`src/rtl/cell_mem_ctrl_pkg.sv`:
```
// Shared types and constants for the cell position RAM access controller.
package cell_mem_ctrl_pkg;

  typedef enum logic [2:0] {
    IDLE,
    CNT_REQ,
    CNT_WAIT,
    STREAM,
    DRAIN,
    DONE
  } state_t;

  localparam int unsigned RD_LATENCY     = 2;
  localparam int unsigned FIFO_DEPTH_DEF = 4;

endpackage

```
`src/rtl/cell_mem_ctrl_fifo.sv`:
```
// Output skid FIFO for the particle stream; level feeds the read credit check.
module cell_mem_ctrl_fifo #(
  parameter int unsigned WIDTH = 8,
  parameter int unsigned DEPTH = 4
) (
  input  logic                     clk,
  input  logic                     rst_n,
  input  logic                     push,
  input  logic [WIDTH-1:0]         wdata,
  input  logic                     pop,
  output logic [WIDTH-1:0]         rdata,
  output logic                     empty,
  output logic [$clog2(DEPTH):0]   level
);

  localparam int unsigned PW = $clog2(DEPTH);

  logic [WIDTH-1:0] store [DEPTH];
  logic [PW-1:0]    wptr;
  logic [PW-1:0]    rptr;

  always_ff @(posedge clk) begin
    if (push) store[wptr] <= wdata;
  end

  always_ff @(posedge clk or negedge rst_n) begin
    if (!rst_n) begin
      wptr  <= '0;
      rptr  <= '0;
      level <= '0;
    end else begin
      if (push) wptr <= wptr + PW'(1);
      if (pop)  rptr <= rptr + PW'(1);
      case ({push, pop})
        2'b10:   level <= level + (PW+1)'(1);
        2'b01:   level <= level - (PW+1)'(1);
        default: level <= level;
      endcase
    end
  end

  // Head is forced to zero when empty so stale storage never reaches the outputs.
  assign empty = (level == '0);
  assign rdata = empty ? '0 : store[rptr];

endmodule

```
`src/rtl/cell_mem_ctrl.sv`:
```
// Single-port cell RAM controller: count read, credited particle stream, write arbitration.
// Optional contention counter enabled by CELL_MEM_CTRL_PERF_EN.
module cell_mem_ctrl
  import cell_mem_ctrl_pkg::*;
#(
  parameter int unsigned DATA_WIDTH   = 96,
  parameter int unsigned ADDR_WIDTH   = 8,
  parameter int unsigned PARTICLE_NUM = 220,
  parameter int unsigned FIFO_DEPTH   = FIFO_DEPTH_DEF
) (
  input  logic                  clk,
  input  logic                  rst_n,
  input  logic                  rd_start,
  output logic                  rd_busy,
  output logic                  rd_done,
  output logic [ADDR_WIDTH-1:0] cell_count,
  output logic                  out_valid,
  input  logic                  out_ready,
  output logic [DATA_WIDTH-1:0] out_data,
  output logic [ADDR_WIDTH-1:0] out_pid,
  output logic                  out_last,
  input  logic                  wr_valid,
  output logic                  wr_ready,
  input  logic [ADDR_WIDTH-1:0] wr_addr,
  input  logic [DATA_WIDTH-1:0] wr_data,
  output logic [ADDR_WIDTH-1:0] mem_address,
  output logic [DATA_WIDTH-1:0] mem_data,
  output logic                  mem_rden,
  output logic                  mem_wren,
  input  logic [DATA_WIDTH-1:0] mem_q,
  output logic [31:0]           contention_cnt
);

  localparam int unsigned FW = DATA_WIDTH + ADDR_WIDTH + 1;
  localparam int unsigned WW = $clog2(RD_LATENCY + 1);
  localparam logic [ADDR_WIDTH-1:0] MAX_COUNT = ADDR_WIDTH'(PARTICLE_NUM - 1);

  state_t                  state;
  logic [ADDR_WIDTH-1:0]   next_addr;
  logic [WW-1:0]           wait_cnt;
  logic                    last_popped;
  logic                    prio_wr;
  logic [RD_LATENCY-1:0]   pipe_v;
  logic [ADDR_WIDTH-1:0]   pipe_pid [RD_LATENCY];

  logic                    rd_req, rd_grant, wr_grant, contend, credit_ok;
  logic                    push, pop, fifo_empty;
  logic [FW-1:0]           push_word, head;
  logic [$clog2(FIFO_DEPTH):0] fifo_level;
  logic [ADDR_WIDTH-1:0]   q_count;

  // Credit covers reads still in the RAM pipe so the FIFO can never overflow.
  assign credit_ok = (32'(fifo_level) + 32'($countones(pipe_v))) < FIFO_DEPTH;
  assign rd_req    = (state == CNT_REQ) || ((state == STREAM) && credit_ok);
  assign contend   = rd_req && wr_valid;
  assign wr_grant  = wr_valid && (!rd_req || prio_wr);
  assign rd_grant  = rd_req && !(wr_valid && prio_wr);
  assign wr_ready  = wr_grant;

  assign q_count = (mem_q[ADDR_WIDTH-1:0] > MAX_COUNT) ? MAX_COUNT : mem_q[ADDR_WIDTH-1:0];

  always_comb begin
    mem_rden    = 1'b0;
    mem_wren    = 1'b0;
    mem_address = '0;
    mem_data    = '0;
    if (rd_grant) begin
      mem_rden    = 1'b1;
      mem_address = (state == STREAM) ? next_addr : '0;
    end else if (wr_grant) begin
      mem_wren    = 1'b1;
      mem_address = wr_addr;
      mem_data    = wr_data;
    end
  end

  always_ff @(posedge clk or negedge rst_n) begin
    if (!rst_n) begin
      prio_wr <= 1'b0;
    end else if (contend) begin
      prio_wr <= rd_grant;
    end
  end

  always_ff @(posedge clk or negedge rst_n) begin
    if (!rst_n) begin
      pipe_v <= '0;
      for (int unsigned i = 0; i < RD_LATENCY; i++) pipe_pid[i] <= '0;
    end else begin
      pipe_v[0]   <= rd_grant && (state == STREAM);
      pipe_pid[0] <= next_addr;
      for (int unsigned i = 1; i < RD_LATENCY; i++) begin
        pipe_v[i]   <= pipe_v[i-1];
        pipe_pid[i] <= pipe_pid[i-1];
      end
    end
  end

  assign push      = pipe_v[RD_LATENCY-1];
  assign push_word = {(pipe_pid[RD_LATENCY-1] == cell_count), pipe_pid[RD_LATENCY-1], mem_q};
  assign pop       = out_valid && out_ready;

  cell_mem_ctrl_fifo #(
    .WIDTH (FW),
    .DEPTH (FIFO_DEPTH)
  ) u_fifo (
    .clk   (clk),
    .rst_n (rst_n),
    .push  (push),
    .wdata (push_word),
    .pop   (pop),
    .rdata (head),
    .empty (fifo_empty),
    .level (fifo_level)
  );

  assign out_valid = !fifo_empty;
  assign {out_last, out_pid, out_data} = head;

  always_ff @(posedge clk or negedge rst_n) begin
    if (!rst_n) begin
      state       <= IDLE;
      rd_busy     <= 1'b0;
      rd_done     <= 1'b0;
      cell_count  <= '0;
      next_addr   <= '0;
      wait_cnt    <= '0;
      last_popped <= 1'b0;
    end else begin
      rd_done <= 1'b0;
      if (pop && out_last) last_popped <= 1'b1;
      case (state)
        IDLE: begin
          if (rd_start) begin
            state       <= CNT_REQ;
            rd_busy     <= 1'b1;
            last_popped <= 1'b0;
          end
        end
        CNT_REQ: begin
          if (rd_grant) begin
            state    <= CNT_WAIT;
            wait_cnt <= '0;
          end
        end
        CNT_WAIT: begin
          if (wait_cnt == WW'(RD_LATENCY - 1)) begin
            cell_count <= q_count;
            if (q_count == '0) begin
              state   <= DONE;
              rd_done <= 1'b1;
              rd_busy <= 1'b0;
            end else begin
              state     <= STREAM;
              next_addr <= ADDR_WIDTH'(1);
            end
          end else begin
            wait_cnt <= wait_cnt + WW'(1);
          end
        end
        STREAM: begin
          if (rd_grant) begin
            if (next_addr == cell_count) state <= DRAIN;
            else next_addr <= next_addr + ADDR_WIDTH'(1);
          end
        end
        DRAIN: begin
          if ((pipe_v == '0) && (last_popped || (pop && out_last))) begin
            state   <= DONE;
            rd_done <= 1'b1;
            rd_busy <= 1'b0;
          end
        end
        DONE: state <= IDLE;
        default: state <= IDLE;
      endcase
    end
  end

`ifdef CELL_MEM_CTRL_PERF_EN
  logic [31:0] perf_q;

  always_ff @(posedge clk or negedge rst_n) begin
    if (!rst_n) begin
      perf_q <= '0;
    end else if ((state == IDLE) && rd_start) begin
      perf_q <= '0;
    end else if (contend && (perf_q != '1)) begin
      perf_q <= perf_q + 32'd1;
    end
  end

  assign contention_cnt = perf_q;
`else
  assign contention_cnt = '0;
`endif

endmodule

```
`config.mk`:
```
export PLATFORM = sky130hd
export DESIGN_NAME = cell_mem_ctrl
export DESIGN_NICKNAME = d
export VERILOG_FILES = /design/src/rtl/cell_mem_ctrl_pkg.sv /design/src/rtl/cell_mem_ctrl_fifo.sv /design/src/rtl/cell_mem_ctrl.sv
export SDC_FILE = /design/constraint.sdc
export NUM_CORES = 1
export LEC_CHECK = 0
export ABC_AREA = 1
export ABC_CLOCK_PERIOD_IN_PS = 4500
export CORE_AREA = 2 2 221 223
export CTS_BUF_LIST = sky130_fd_sc_hd__clkbuf_16
export CTS_CLUSTER_DIAMETER = 50
export DETAILED_ROUTE_END_ITERATION = 8
export DIE_AREA = 0 0 223 225
export PLACE_DENSITY = 0.72
export SETUP_SLACK_MARGIN = 0.3
export SLEW_MARGIN = 15
export SYNTH_ARGS = -nofsm -noshare
export SYNTH_HDL_FRONTEND = slang
export SYNTH_HIERARCHICAL = 1
export SYNTH_SLANG_ARGS = --single-unit
```
`constraint.sdc`:
```
create_clock -name clk -period 4.5 [get_ports clk]
set_clock_uncertainty 0.1 [all_clocks]
set_input_delay 0.9 -clock clk [delete_from_list [all_inputs] [get_ports clk]]
set_output_delay 0.9 -clock clk [all_outputs]
set_load 0.03 [all_outputs]
```
**Word-level counts from Yosys, hierarchy flattened**

Memory sizes are Yosys's and may differ from the RTL's.
Cells that the tools add are included.

- Flip-flop bits (word level): 50
- Bits in writable memories: 420
- Bits of input ports: 205
- Logic and storage cells: 113
- Memories kept: 1

Memory list:

| name | depth | bits a word | read ports | clocked after Yosys merged registers in | write ports | RTL line | RTL |
|---|---|---|---|---|---|---|---|
| u_fifo.store | 4 | 105 | 1 | 0 | 1 | cell_mem_ctrl_fifo.sv:18 | `logic [WIDTH-1:0] store [DEPTH];` |

- Add/sub/neg operators: 8
- Magnitude comparators: 2
- Equal/unequal tests: 19
- Mux-type cells: 41
- Reductions and logical operators: 28

Operator list:

| operator | count |
|---|---|
| $mux W96 | 2 |
| $mux W105 | 1 |
| $mux W8 | 8 |
| $mux W3 | 7 |
| $ne A2 B2 Y1 const B | 9 |
| $eq A8 B8 Y1 | 2 |
| $pmux W8 S2 | 1 |
| $mux W1 | 15 |
| $pmux W3 S5 | 1 |
| $reduce_and A5 Y1 | 2 |
| $logic_and A1 B1 Y1 | 9 |
| $add A8 B1 Y8 const B | 1 |
| $gt A8 B8 Y1 const B | 1 |
| $logic_not A8 Y1 | 1 |
| $add A2 B1 Y2 const B | 3 |
| $eq A3 B2 Y1 const B | 2 |
| $logic_not A3 Y1 | 2 |
| $pmux W3 S2 | 1 |
| $reduce_and A6 Y1 | 1 |
| $reduce_bool A2 Y1 | 3 |
| $add A3 B2 Y4 | 1 |
| $eq A2 B1 Y1 const B | 2 |
| $lt A4 B3 Y1 const B | 1 |
| $mux W2 | 2 |
| other kinds (16) | 20 |

**Logic depth before layout (Yosys ltp)**

- Word-level depth: 10
- Mapped depth: 15

**By module**

Netlist, hierarchy kept.

Modules (own cells, without submodules):

| module | times used | cells each | area an instance (µm²) | seq. area each (µm²) |
|---|---|---|---|---|
| cell_mem_ctrl_fifo | 1 | 1,705 | 18,167.4 | 12,787.3 |
| cell_mem_ctrl | 1 | 505 | 3,216.8 | 1,076.0 |

**Worst setup path before layout**

OpenSTA, ideal clock, no wires.

- Path kind: reg2reg
- Start point: register u_fifo.wptr[0]
- End point: memory u_fifo/store[2][0] (netlist bit), enable pin
- Library setup time: 0.459 ns
- Data arrival time: 2.714 ns
- Slack: 1.227 ns
- Stages on the path, launching flop included: 5
- Path buffers: 0
- Cell sequence: dfrtp_1 > inv_1 > ha_1 > nand2_1 > inv_1

RTL lines:

| element | RTL line | RTL |
|---|---|---|
| start: declaration | cell_mem_ctrl_fifo.sv:19 | `logic [PW-1:0] wptr;` |
| start signal: assignment | cell_mem_ctrl_fifo.sv:32 | `if (push) wptr <= wptr + PW'(1);` |
| end: declaration | cell_mem_ctrl_fifo.sv:18 |  |

No word-level cell before the write port.

**Worst setup path after layout**

- Start point: register u_fifo.level[0]
- End point: output mem_data[26]

- Longest elaborated chain between the ends: 9
- Elaborated cells between the ends (all ways): 10
- Classes of those cells: 1 x add/sub; 1 x order compare; 2 x mux; 6 x reduce/logical

RTL lines:

| element | RTL line | RTL |
|---|---|---|
| start: declaration | cell_mem_ctrl_fifo.sv:13 | `output logic [$clog2(DEPTH):0] level` |
| start signal: assignment | cell_mem_ctrl_fifo.sv:35 | `2'b10: level <= level + (PW+1)'(1);` |
| start signal: assignment | cell_mem_ctrl_fifo.sv:36 | `2'b01: level <= level - (PW+1)'(1);` |
| start signal: assignment | cell_mem_ctrl_fifo.sv:37 | `default: level <= level;` |
| $add A3 B2 Y4 * | cell_mem_ctrl.sv:53 | `assign credit_ok = (32'(fifo_level) + 32'($countones(pipe_v))) < FIFO_DEPTH;` |
| $lt A4 B3 Y1 * | cell_mem_ctrl.sv:53 |  |
| $logic_and A1 B1 Y1 * | cell_mem_ctrl.sv:54 | `assign rd_req = (state == CNT_REQ) \|\| ((state == STREAM) && credit_ok);` |
| $logic_or A1 B1 Y1 * | cell_mem_ctrl.sv:54 |  |
| $logic_not A1 Y1 | cell_mem_ctrl.sv:56 | `assign wr_grant = wr_valid && (!rd_req \|\| prio_wr);` |
| $logic_or A1 B1 Y1 | cell_mem_ctrl.sv:56 |  |
| $logic_and A1 B1 Y1 | cell_mem_ctrl.sv:56 |  |
| $mux W96 | cell_mem_ctrl.sv:70 | `end else if (wr_grant) begin` |
| $mux W96 * | cell_mem_ctrl.sv:67 | `if (rd_grant) begin` |
| end: declaration | cell_mem_ctrl.sv:27 | `output logic [DATA_WIDTH-1:0] mem_data,` |

Every way passes the cells marked *; elsewhere a longest branch is shown, timed or not.

==> results list <==
* DRC marker count from the first detailed-route iteration: 1096
- The via count of the first global-routing pass was 15200.
* Total DRC errors in the routed layout: 0
* Count of final hold-check violations: 0
- Clock-pin slew was measured on the worst setup and hold paths at 0.06 ns.
- At the later pin of the worst-skew pair, clock insertion delay measures 0.57 ns.
- Summed over all failing endpoints, the final setup total negative slack is 0 ns.
- Routed wirelength normalized by instance count: 17.7 µm
* Worst-case reg-to-reg path depth: 7
* Drt first pass iters: 7
- Data on the critical path arrives at its endpoint at 3.08 ns.
* Startpoint of the most critical hold path: pipe_pid[11]
- The commonest cells after synthesis are sky130_fd_sc_hd__inv_1, sky130_fd_sc_hd__nand2_1, sky130_fd_sc_hd__edfxtp_1.
* Share of layout cells above drive strength 1: 4.70%
* Total GRT Usage: 22.6%
- The number of placed instances, taps included, is 3175.
* Critical path class: register to output pin
- In this run the worst path has a maximum fanout of 59.
- For this run, the slowest stage of the critical path takes 0.70 ns.
- Critical Path Slowest Stage Cell: sky130_fd_sc_hd__clkdlybuf4s50_1
- CTS saw 470 sinks.
- Setup violations remaining at the end of the flow were counted as 0.
- Cell occurring most often along the worst timing path: sky130_fd_sc_hd__nand2_1
* Clock tree from TritonCTS: done
- The floorplan step defined a die boundary enclosing 0.0502 mm².
- Number of synthesized flops with an enable pin: 420
- The die is 225 µm tall.
- STA puts the critical path data required time at 3.50 ns.
- Final period utilization: 90.7%
- Worst r2r src: u_fifo/level[0]
* Cell depth of the worst min-delay path: 0
- Util after Layout: 58.8%
- The cell family contributing the most delay on the critical path is buffers and inverters.
- The worst setup path is launched from a register.
* Async SR Flop Fraction: 10.6%
- The root buffer cell chosen for the clock tree is sky130_fd_sc_hd__clkbuf_16.
* Power density cells: 655 mW/mm²
- From synthesis to final layout, the design area changed by 30.8%.
- Worst hold path class: register to register
* Die outline width: 223 µm
* Post-route insts no fill: 3276
* Via count normalized by instance count: 4.81
- Number of warnings issued by yosys: 6
* I/O pin count: 460
* Number of buffers between clock root and the deepest sink: 3
* CORE AREA: 0.0475 mm²
* Number of max-slew violations in the final report: 0
- The worst setup path is captured at an output pin.
- The routed layout has 15700 vias.
* Area of the mapped netlist: 0.0214 mm²
* Synth area leaders: sky130_fd_sc_hd__edfxtp_1, sky130_fd_sc_hd__inv_1, sky130_fd_sc_hd__nand2_1
* Tightest slew margin relative to the limit: 31.3%
* Final WL: 58100 µm
- Layout filler cell count: 3847
- Min cycle time layout: 4.08 ns
- Based on the critical path, the design can be clocked at up to 245 MHz.
- Antenna violation net count after detailed routing: 0
- Final weighted congestion in routability-driven placement: 0.900
- Nets@finish: 2828
- Summed over all cells, the static leakage comes to 13.2 nW.
* Yosys top cell by area: sky130_fd_sc_hd__edfxtp_1
- FF-to-FF setup slack: 1.89 ns
* Worst path bufs/invs: 2
- In this run the post-CTS setup repair buffer count came out at 0.
* Hold-critical path endpoint: pipe_pid[3]
- In this run the biggest area consumer among cell types represents 59.0% of the synthesized area.
* Global-route wire length before repair: 86000 µm
- Endpoint of the most critical register-to-register path: u_fifo/level[1]
* Post-route cell area: 0.0280 mm²
- At the pin with the least slew margin, the transition time is 1.03 ns.
- Hold-fix buffers, CTS: 0
- Antenna violations before repair: 7
- The flow ran to the end, and the final reports show no timing, DRC or antenna violations.
- After synthesis, flip-flops and latches occupy 64.8% of the total area.
- Synthesis-stage register bit count: 470
- Synth unique cells: 33
- Highest ir drop seen on vdd: 503 µV
- Number of buffers created by CTS: 52
- Aggregate global routing overflow: 0
* Top FF cell, synth: sky130_fd_sc_hd__edfxtp_1
* Maximum number of pins on one net before global-route repair: 127
- Once the floorplan was initialized, standard cells occupied 45.0% of the core.
- Synthesis produced a netlist whose cell count is 2210.
- H-tree levels: 2
- Setup repair after global routing left no endpoint under its margin.
- By instance count, the leading cell after synthesis is sky130_fd_sc_hd__inv_1.
- Cell Area, Placed: 0.0261 mm²
- The critical path goes through ha_1 > nand2_1 > nand2_1 > nand2_1 > nand2_1 > nand2_4 > nand2_4 > nand2_8 > buf_12 > nor2_1 > clkdlybuf4s50_1.
* Number of buffers inserted by port buffering: 427
- Number of maximum-capacitance constraint violations: 0
* Detailed-placement wirelength estimate: 37400 µm
- Row generation in the floorplan step produced 80 rows.
- After synthesis, the mean cell area works out to 9.68 µm².
* PnR Total Power: 0.0183 W
[metrics by stage]
stage | worst slack [ns] | hold slack, ns
2_1_floorplan | 1.23 | 0.231
3_5_place_dp | 0.446 | 0.236
5_1_grt | 0.234 | 0.256
4_1_cts | 0.302 | 0.251
6_report | 0.420 | 0.246
3_3_place_gp | 0.519 | 0.232
[layer usage]
metal	share of wire, %	vias up	GRT usage, %
met2	52	554	40.5
met1	39	7489	27.1
li1	-	7598	-
met3	6.4	103	5.11
met5	0.019	-	0
met4	3.2	2	7.38
[cell usage in the layout, fill, tap and decap left out, types with 3 or more instances in the layout]
master / count
sky130_fd_sc_hd__inv_1: 568
sky130_fd_sc_hd__nand2_1: 515
sky130_fd_sc_hd__edfxtp_1: 420
sky130_fd_sc_hd__clkdlybuf4s50_1: 368
sky130_fd_sc_hd__nand3_1: 230
sky130_fd_sc_hd__nor2_1: 120
sky130_fd_sc_hd__a21oi_1: 110
sky130_fd_sc_hd__clkbuf_16: 53
sky130_fd_sc_hd__dlymetal6s2s_1: 50
sky130_fd_sc_hd__dfrtp_1: 48
sky130_fd_sc_hd__conb_1: 32
sky130_fd_sc_hd__xnor2_1: 17
sky130_fd_sc_hd__o21ai_0: 15
sky130_fd_sc_hd__buf_12: 12
sky130_fd_sc_hd__clkinv_1: 11
sky130_fd_sc_hd__ha_1: 8
sky130_fd_sc_hd__buf_4: 8
sky130_fd_sc_hd__inv_6: 7
sky130_fd_sc_hd__xor2_1: 6
sky130_fd_sc_hd__inv_2: 5
sky130_fd_sc_hd__clkinv_2: 5
sky130_fd_sc_hd__bufinv_16: 5
sky130_fd_sc_hd__inv_4: 5
sky130_fd_sc_hd__diode_2: 4
sky130_fd_sc_hd__nand2_2: 4
sky130_fd_sc_hd__nand2_4: 3
sky130_fd_sc_hd__nand4_1: 3
sky130_fd_sc_hd__dlygate4sd2_1: 3
[cell families (layout without fill, tap and decap cells)]
| group | Yosys count | in the layout | share of synthesized area [%] |
|---|---|---|---|
| AO/OA/AOI/OAI | 129 | 129 | 3.07 |
| AND/OR/NAND/NOR | 885 | 885 | 17.3 |
| other | 1 | 36 | 0.0175 |
| XOR/XNOR | 23 | 23 | 0.942 |
| buffers and inverters | 693 | 1109 | 13.3 |
| flip-flops | 470 | 470 | 64.8 |
| adder cells (fa/ha/maj) | 9 | 9 | 0.562 |
[layout make-up]
| class | count | area (µm²) | share of cell area [%] |
|---|---|---|---|
| clock buffers | 53 | 1330 | 4.74 |
| diodes | 4 | 10.0 | 0.0358 |
| flip-flops and latches | 470 | 13900 | 49.6 |
| well taps | 615 | 769 | 2.75 |
| inverters | 568 | 2150 | 7.69 |
| repair buffers | 444 | 4660 | 16.7 |
| clock inverters | 44 | 372 | 1.33 |
| multi-input cells | 1078 | 4810 | 17.2 |
[how the worst max path moves through the flow]
stage	from	end	slack (ns)	cells past startpoint
final	u_fifo/level[0]	mem_data[26]	0.42	11
after detailed placement	wr_valid	mem_data[73]	0.45	7
after global routing	u_fifo/level[0]	mem_data[26]	0.23	11
after global placement	wr_valid	mem_address[0]	0.52	8
after CTS	u_fifo/level[0]	mem_data[76]	0.30	11
after floorplan	u_fifo/wptr[0]	u_fifo/store[2][0]	1.23	4
[registers in the layout (all words and copies together), names as in the netlist, 2 cells and up]
signal and flops:
pipe_v 2, wait_cnt 2, pipe_pid 16, u_fifo/rptr 2
next_addr 8, u_fifo/level 3, state 3, u_fifo/wptr 2
u_fifo/store 420, cell_count 8
[worst register-to-register path: stages (launching register included)]
cell and delay (ns):
sky130_fd_sc_hd__dfrtp_1 0.45, sky130_fd_sc_hd__nor3_4 0.25, sky130_fd_sc_hd__buf_4 0.57, sky130_fd_sc_hd__nor2_1 0.22, sky130_fd_sc_hd__ha_1 0.27, sky130_fd_sc_hd__inv_1 0.08, sky130_fd_sc_hd__fa_1 0.40, sky130_fd_sc_hd__o21ai_0 0.18
[timing repair]
action,4_1_cts,5_1_grt
pin swaps,0,0
setup endpoints to repair,41,95
resized for setup,6,52
[power by group]
part           switching, W  internal [W]
combinational       0.00578       0.00308
sequential         0.000224       0.00512
clock               0.00169       0.00244
total               0.00769        0.0106
Note: power is estimated with default switching activity, not from simulation.
